`src/rtl/int_gateway_bank.sv`:
```
// Interrupt gateway bank: synchronizes raw interrupt wires, detects level/edge,
// and hands sources out through claim/complete. Optional macro: INT_GATEWAY_EDGE_CNT_EN.
module int_gateway_bank #(
  parameter int NUM_SRC     = 5,
  parameter int SYNC_STAGES = 2,
  parameter int ID_W        = $clog2(NUM_SRC + 1)
) (
  input  logic               clk,
  input  logic               rstnn,
  input  logic [NUM_SRC-1:0] int_in,
  input  logic [NUM_SRC-1:0] edge_mode,
  input  logic [NUM_SRC-1:0] src_enable,
  output logic               irq_out,
  input  logic               claim_req,
  output logic               claim_ack,
  output logic [ID_W-1:0]    claim_id,
  input  logic               complete_valid,
  input  logic [ID_W-1:0]    complete_id,
  output logic [NUM_SRC-1:0] pending_vec
);

  logic [SYNC_STAGES-1:0][NUM_SRC-1:0] sync_q, sync_d;
  logic [NUM_SRC-1:0] prev_q, prev_d;
  logic [NUM_SRC-1:0] pend_q, pend_d;
  logic [NUM_SRC-1:0] infl_q, infl_d;
  logic               irq_q, irq_d;
  logic               ack_q, ack_d;
  logic [ID_W-1:0]    id_q, id_d;

  logic [NUM_SRC-1:0] sync;
  logic [NUM_SRC-1:0] rise;
  logic [NUM_SRC-1:0] trig;
  logic [NUM_SRC-1:0] busy;
  logic [NUM_SRC-1:0] done;
  logic               win_found;
  logic [ID_W-1:0]    win_id;

`ifdef INT_GATEWAY_EDGE_CNT_EN
  logic [NUM_SRC-1:0][3:0] cnt_q, cnt_d;
  logic [NUM_SRC-1:0]      inc;
  logic [NUM_SRC-1:0]      dec;
`endif

  assign sync = sync_q[SYNC_STAGES-1];
  assign rise = sync & ~prev_q;
  assign trig = (edge_mode & rise) | (~edge_mode & sync);
  assign busy = pend_q | infl_q;

  // Shift the synchronizer chain and remember last synchronized value
  always_comb begin
    sync_d = {sync_q[SYNC_STAGES-2:0], int_in};
    prev_d = sync;
  end

  // Lowest-index enabled pending source wins a claim
  always_comb begin
    win_found = 1'b0;
    win_id    = '0;
    for (int i = 0; i < NUM_SRC; i++) begin
      if (!win_found && pend_q[i] && src_enable[i]) begin
        win_found = 1'b1;
        win_id    = ID_W'(i + 1);
      end
    end
  end

  // Decode a completion that targets an in-flight source
  always_comb begin
    done = '0;
    for (int i = 0; i < NUM_SRC; i++) begin
      done[i] = complete_valid && infl_q[i] &&
                (complete_id == ID_W'(i + 1));
    end
  end

`ifdef INT_GATEWAY_EDGE_CNT_EN
  // Count edges that arrive while busy; replay one per completion
  always_comb begin
    cnt_d = cnt_q;
    inc   = '0;
    dec   = '0;
    for (int i = 0; i < NUM_SRC; i++) begin
      dec[i] = done[i] && edge_mode[i] && (cnt_q[i] != 4'd0);
      inc[i] = edge_mode[i] && rise[i] && busy[i] &&
               ((cnt_q[i] != 4'd15) || dec[i]);
      cnt_d[i] = cnt_q[i] + {3'b000, inc[i]} - {3'b000, dec[i]};
    end
  end
`endif

  // Pending/in-flight update; a claim overrides a same-cycle set
  always_comb begin
    pend_d = pend_q;
    infl_d = infl_q;
    irq_d  = |(pend_q & src_enable);
    ack_d  = claim_req;
    id_d   = claim_req ? win_id : '0;
    for (int i = 0; i < NUM_SRC; i++) begin
      if (trig[i] && !busy[i]) pend_d[i] = 1'b1;
`ifdef INT_GATEWAY_EDGE_CNT_EN
      if (dec[i]) pend_d[i] = 1'b1;
`endif
      if (done[i]) infl_d[i] = 1'b0;
      if (claim_req && win_found && (win_id == ID_W'(i + 1))) begin
        pend_d[i] = 1'b0;
        infl_d[i] = 1'b1;
      end
    end
  end

  // State registers, cleared asynchronously
  always_ff @(posedge clk or negedge rstnn) begin
    if (!rstnn) begin
      sync_q <= '0;
      prev_q <= '0;
      pend_q <= '0;
      infl_q <= '0;
      irq_q  <= 1'b0;
      ack_q  <= 1'b0;
      id_q   <= '0;
`ifdef INT_GATEWAY_EDGE_CNT_EN
      cnt_q  <= '0;
`endif
    end else begin
      sync_q <= sync_d;
      prev_q <= prev_d;
      pend_q <= pend_d;
      infl_q <= infl_d;
      irq_q  <= irq_d;
      ack_q  <= ack_d;
      id_q   <= id_d;
`ifdef INT_GATEWAY_EDGE_CNT_EN
      cnt_q  <= cnt_d;
`endif
    end
  end

  assign irq_out     = irq_q;
  assign claim_ack   = ack_q;
  assign claim_id    = id_q;
  assign pending_vec = pend_q;

endmodule

```
`config.mk`:
```
export PLATFORM = sky130hd
export DESIGN_NAME = int_gateway_bank
export DESIGN_NICKNAME = d
export VERILOG_FILES = /design/src/rtl/int_gateway_bank.sv
export SDC_FILE = /design/constraint.sdc
export NUM_CORES = 1
export LEC_CHECK = 0
export BUFFER_PORTS_ARGS = -buffer_cell sky130_fd_sc_hd__buf_2
export CORE_MARGIN = 2
export CORE_UTILIZATION = 35
export DETAILED_ROUTE_END_ITERATION = 16
export PLACE_DENSITY_LB_ADDON = 0.12
export SKIP_LAST_GASP = 1
export SYNTH_ARGS = -nofsm -noshare
export SYNTH_HDL_FRONTEND = slang
export SYNTH_SLANG_ARGS = --single-unit
```
`constraint.sdc`:
```
create_clock -name clk -period 1.2 [get_ports clk]
set_clock_uncertainty 0.1 [all_clocks]
set_input_delay 0.06 -clock clk [delete_from_list [all_inputs] [get_ports clk]]
set_output_delay 0.06 -clock clk [all_outputs]
set_load 0.02 [all_outputs]
```
==> impl_metrics.py, run 1 <==
metrics = {
    "timing": {
        "period_minus_slack_ns": 1.17,
        "worst_pin_slew_ns": 0.451,
        "timing.fmax_mhz": 852,
        "rsz0062_at_grt": "true",
        "setup_viol": 0,
        "fin_crit_sh": 0.978,
        "hold_violations": 1,
        "holdWs_ns": -0.0291,
        "maxSlewHeadroom": 0.695,
        "fin_ws_ns": 0.0268,
        "slew_viol_final": 0,
    },
    "cts": {
        "tritoncts": "built",
        "clk_pin_slew_ns": 0.09,
        "htree_levels": 2,
        "clkLatencyLatePin_ns": 0.32,
        "cts-buffers-inserted": 5,
        "clockBufferDepth": 2,
        "cts_sinks": 30,
        "cts-root-buf": "clkbuf_4",
    },
    "die": {
        "io_pins": 32,
        "dieHeight_um": 58.5,
        "start_util": 0.373,
        "die_area_sq_um": 3420,
        "die_w_um": 58.5,
        "design.core.area_sq_um": 2780,
        "rows": 19,
    },
    "layout": {
        "fillers": 252,
        "area_growth_pct": 47.0,
        "antenna_cells": 0,
        "fin_nets": 160,
        "final_util": 0.549,
        "drive_gt1_frac": 0.360,
        "stdcell_area_sq_um": 1530,
    },
    "global_route": {
        "antenna_found_initial": 0,
        "grt_pass1_vias": 787,
        "grt_pass1_wl_mm": 3.53,
        "overflow": 0,
        "track_usage": 0.142,
        "grt_max_degree": 15,
    },
    "yosys": {
        "synth.avg_cell_area_sq_um": 13.5,
        "synth_enable_flop_cells": 0,
        "synthMostInstantiatedCell": "dfrtp_1",
        "netlist_area_sq_um": 1040,
        "synthTopCellsByArea": "dfrtp_1, o21ai_0, nand2_1",
        "synthArstFlopShare": 1.00,
        "ys_types": 23,
        "ys_top_cells_by_count": "dfrtp_1, nand2_1, inv_1, o21ai_0",
        "yosys_warnings": 0,
        "synth.largest_area_cell": "dfrtp_1",
        "synth_top_area_frac": 0.723,
        "synthFlopType": "dfrtp_1",
        "synth_nets": 99,
        "ys_seq_elements": 30,
        "yosysSeqAreaShare": 0.723,
        "syn_inst": 77,
    },
    "critical_path": {
        "required_ns": 1.32,
        "crit_path_end_kind": "flip-flop",
        "crit_fanout": 5,
        "path_class": "flip-flop to flip-flop",
        "worstPathArrival_ns": 1.29,
        "crit_path_start_kind": "flip-flop",
    },
    "routing": {
        "routedWlPerCell_um": 12.1,
        "drtIter0Drc": 15,
        "dr_wl_met3_um": 117,
        "antenna_left": 0,
        "firstDrtPassIters": 4,
        "dr_wl_met2_um": 965,
        "drc": 0,
        "num_vias": 766,
        "drt-total-wl_mm": 2.06,
        "wl_met1_um": 963,
        "top_layer": "met4",
        "viasPerCell": 4.51,
    },
    "job": {
        "drv_cap": 0,
    },
    "placement": {
        "routabilityCongestion": 0.744,
        "numPortBuffers": 31,
        "dp_slack_ns": 0.0404,
        "placed_cell_area_sq_um": 1260,
        "hpwl_mm": 1.51,
    },
    "run_status": {
        "violations": "negative hold slack",
        "run_status": "finished, violations left",
    },
    "pwr": {
        "worst_ir_drop_vdd_mv": 1.16,
        "power_leakage_nw": 0.720,
        "powerDensity_nw_per_um2": 1890,
        "power.total_mw": 2.89,
    },
    "hold_path": {
        "hp-class": "primary input to flip-flop",
    },
}
what timing repair did:
item	4_1_cts	5_1_grt
hold buffers	18	0
pin swaps	0	1
endpoints found under the setup margin	1	7
setup buffers	0	1
resized for setup	2	2
hold endpoints to repair	50	0
logic make-up (layout without fill, tap and decap cells):
group           count (synthesis)  in the layout  share of synthesized area
compound gates                 22             22                      0.157
buf+inv                         6             68                     0.0217
flops                          30             30                      0.723
simple gates                   19             19                     0.0988
stage by stage:
step | TNS (ns) | std cells
after CTS | 0 | 169
after global placement | 0 | 143
after floorplan | 0 | 77
after detailed placement | 0 | 143
after global routing | -0.0775 | 170
final | 0 | 170
where the power goes:
group	switching [mW]	leakage, nW	internal (mW)
Sequential	0.160	0.346	1.24
Clock	0.343	0.0343	0.281
Combinational	0.461	0.340	0.407
Total	0.964	0.720	1.93
critical path, stage by stage, from the launching register on:
cell	delay, ns
dfrtp_2	0.46
a21boi_4	0.19
nand3_2	0.10
a32o_1	0.21
area by class of cell:
cell class	count	area (sq um)	share of cell area
multi-input cells	41	265	0.174
flip-flops and latches	30	753	0.493
repair buffers	54	383	0.251
clock inverters	2	12.5	0.00820
well taps	31	38.8	0.0254
clock buffers	6	51.3	0.0336
inverters	6	22.5	0.0148
sequential cells by signal (all words and copies together), names as in the netlist:
| register | cells |
|---|---|
| claim_ack | 1 |
| claim_id | 3 |
| infl_q | 5 |
| irq_out | 1 |
| pending_vec | 5 |
| prev_d | 5 |
| prev_q | 5 |
| sync_d | 5 |
routing by layer:
layer | vias to the layer above | global-route usage
met4 | 0 | 0.0598
met3 | 2 | 0.0571
met2 | 18 | 0.213
met1 | 352 | 0.182
met5 | - | 0
li1 | 394 | -
layout by cell type (no fill, tap or decap), types with 3 or more instances in the layout:
cell type,instances
dlygate4sd3_1,18
nand2_1,7
dfrtp_1,28
clkbuf_4,5
buf_2,30
nand3_1,3
buf_4,4
a211oi_1,3
o21ai_0,6
inv_1,6
worst paths after layout:
check                               start              to  slack (ns)  cells past startpoint
setup / recovery           pending_vec[0]  pending_vec[2]        0.03                      3
hold / removal             complete_id[1]       infl_q[0]       -0.03                      3
setup reg to reg           pending_vec[0]  pending_vec[2]        0.03                      3
hold reg to reg                 sync_d[9]       prev_d[4]        0.25                      0
max in group asynchronous           rstnn       prev_q[3]        0.53                      3
min in group asynchronous           rstnn       prev_d[1]        0.04                      2
No activity file was read; power rests on OpenSTA's default activity.
==> run 2, diff against run 1 <==
- CELL_PAD_IN_SITES_DETAIL_PLACEMENT: not set -> 1
- CELL_PAD_IN_SITES_GLOBAL_PLACEMENT: not set -> 1
- clock period: 1.2 -> 1.3 ns (I/O delays scaled with it)
==> impl_metrics.py, run 2 (synthesis results as in run 1) <==
metrics = {
    "die": {
        "rows": 19,
        "start_util": 0.373,
        "die_area_sq_um": 3420,
        "dieHeight_um": 58.5,
        "io_pins": 32,
        "die_w_um": 58.5,
        "design.core.area_sq_um": 2780,
    },
    "cts": {
        "htree_levels": 2,
        "clk_pin_slew_ns": 0.10,
        "cts-buffers-inserted": 5,
        "clkLatencyLatePin_ns": 0.33,
        "cts_resized": 0,
        "cts_sinks": 30,
        "clockBufferDepth": 2,
        "tritoncts": "built",
        "cts-root-buf": "clkbuf_4",
    },
    "critical_path": {
        "required_ns": 1.13,
        "path_class": "flip-flop to output port",
        "crit_path_start_kind": "flip-flop",
        "crit_fanout": 5,
        "crit_path_end_kind": "output port",
        "worstPathArrival_ns": 1.05,
    },
    "placement": {
        "placed_cell_area_sq_um": 1250,
        "routabilityCongestion": 0.716,
        "numPortBuffers": 31,
        "hpwl_mm": 1.56,
    },
    "timing": {
        "hold_violations": 0,
        "slew_viol_final": 0,
        "rsz0062_at_grt": "false",
        "tns_ns": 0,
        "period_minus_slack_ns": 1.21,
        "worst_pin_slew_ns": 0.431,
        "maxSlewHeadroom": 0.709,
        "setup_viol": 0,
        "timing.fmax_mhz": 825,
        "holdWs_ns": 0.0206,
        "fin_crit_sh": 0.932,
    },
    "layout": {
        "stdcell_area_sq_um": 1520,
        "layout_common_cells": "buf_2, dfrtp_1, dlygate4sd3_1, nand2_1",
        "drive_gt1_frac": 0.328,
        "area_growth_pct": 46.4,
        "antenna_cells": 0,
        "fin_nets": 158,
        "mostFrequentLayoutCell": "buf_2",
    },
    "run_status": {
        "run_status": "finished clean",
    },
    "pwr": {
        "power_frac_comb": 0.266,
        "seqPwrFrac": 0.462,
        "switching_share": 0.327,
        "power.switching_mw": 0.900,
        "p_clk_frac": 0.272,
        "powerDensity_nw_per_um2": 1810,
        "worst_ir_drop_vdd_mv": 1.24,
        "power_leakage_nw": 0.712,
        "p_int_mw": 1.85,
    },
    "global_route": {
        "grt_pass1_wl_mm": 3.76,
        "grt_max_degree": 31,
        "antenna_found_initial": 0,
        "grt_pass1_vias": 846,
        "overflow": 0,
        "track_usage": 0.157,
    },
    "hold_path": {
        "hp-class": "primary input to flip-flop",
    },
    "routing": {
        "routedWlPerCell_um": 13.4,
        "drt-total-wl_mm": 2.25,
        "antenna_left": 0,
        "drc": 0,
        "viasPerCell": 4.67,
        "num_vias": 784,
        "drtIter0Drc": 12,
        "firstDrtPassIters": 4,
    },
    "job": {
        "drv_cap": 0,
    },
}
run 2: cell types whose count changed in the layout (fill, tap and decap cells not counted), sizes merged:
cell | previous run | this run
clkbuf | 6 | 5
bufinv | 0 | 1
dlygate4sd3 | 18 | 19
clkinv | 1 | 0
buf | 36 | 33
clkinvlp | 1 | 2
run 2: cell type report:
class	count	area (sq um)
Clock buffer	5	37.5
Clock inverter	3	45.0
Fill cell	302	1260
Inverter	6	22.5
Multi-Input combinational cell	41	265
Sequential cell	30	751
Tap cell	31	38.8
Timing Repair Buffer	52	360
run 2: through the flow:
| step | std cells | power (mW) | util | setup WS [ns] |
|---|---|---|---|---|
| 2_1_floorplan | 77 | 1.70 | - | 0.0795 |
| 3_3_place_gp | 141 | 1.98 | 0.448 | 0.164 |
| 3_5_place_dp | 141 | 1.99 | 0.448 | 0.118 |
| 4_1_cts | 168 | 2.80 | 0.547 | 0.0612 |
| 5_1_grt | 168 | 2.93 | 0.547 | 0.0278 |
| 6_report | 168 | 2.76 | 0.547 | 0.0883 |
run 2: repair_timing:
item,4_1_cts,5_1_grt
hold endpoints to repair,50,0
hold buffers,19,0
setup buffers,0,0
run 2: worst max-delay path, cell delays in order (launching register included):
cell and delay (ns):
dfrtp_1 0.41, buf_4 0.16, buf_2 0.16
run 2: routing by layer:
metal	global-route usage	up-vias	wire, um
met1	0.185	363	1040
met3	0.0593	6	127
met5	0	-	0
li1	-	389	-
met2	0.246	26	1030
met4	0.0897	0	57
run 2: power groups by stage:
stage               Clock, mW  Combinational (mW)  Sequential [mW]
floorplan                   0               0.273             1.43
global placement            0               0.694             1.28
detailed placement          0               0.696             1.30
CTS                     0.781               0.745             1.28
global route            0.814               0.818             1.30
finish                  0.748               0.733             1.27
run 2: worst paths after layout:
check	from	endpoint	slack (ns)	depth (start not counted)
worst min register to register	sync_d[5]	prev_d[0]	0.25	0
max in group asynchronous	rstnn	sync_d[5]	0.66	3
worst max-delay path	pending_vec[2]	pending_vec[2]	0.09	2
min in group asynchronous	rstnn	claim_id[2]	0.17	3
worst max register to register	pending_vec[0]	pending_vec[4]	0.12	3
worst min-delay path	edge_mode[0]	pending_vec[0]	0.02	4
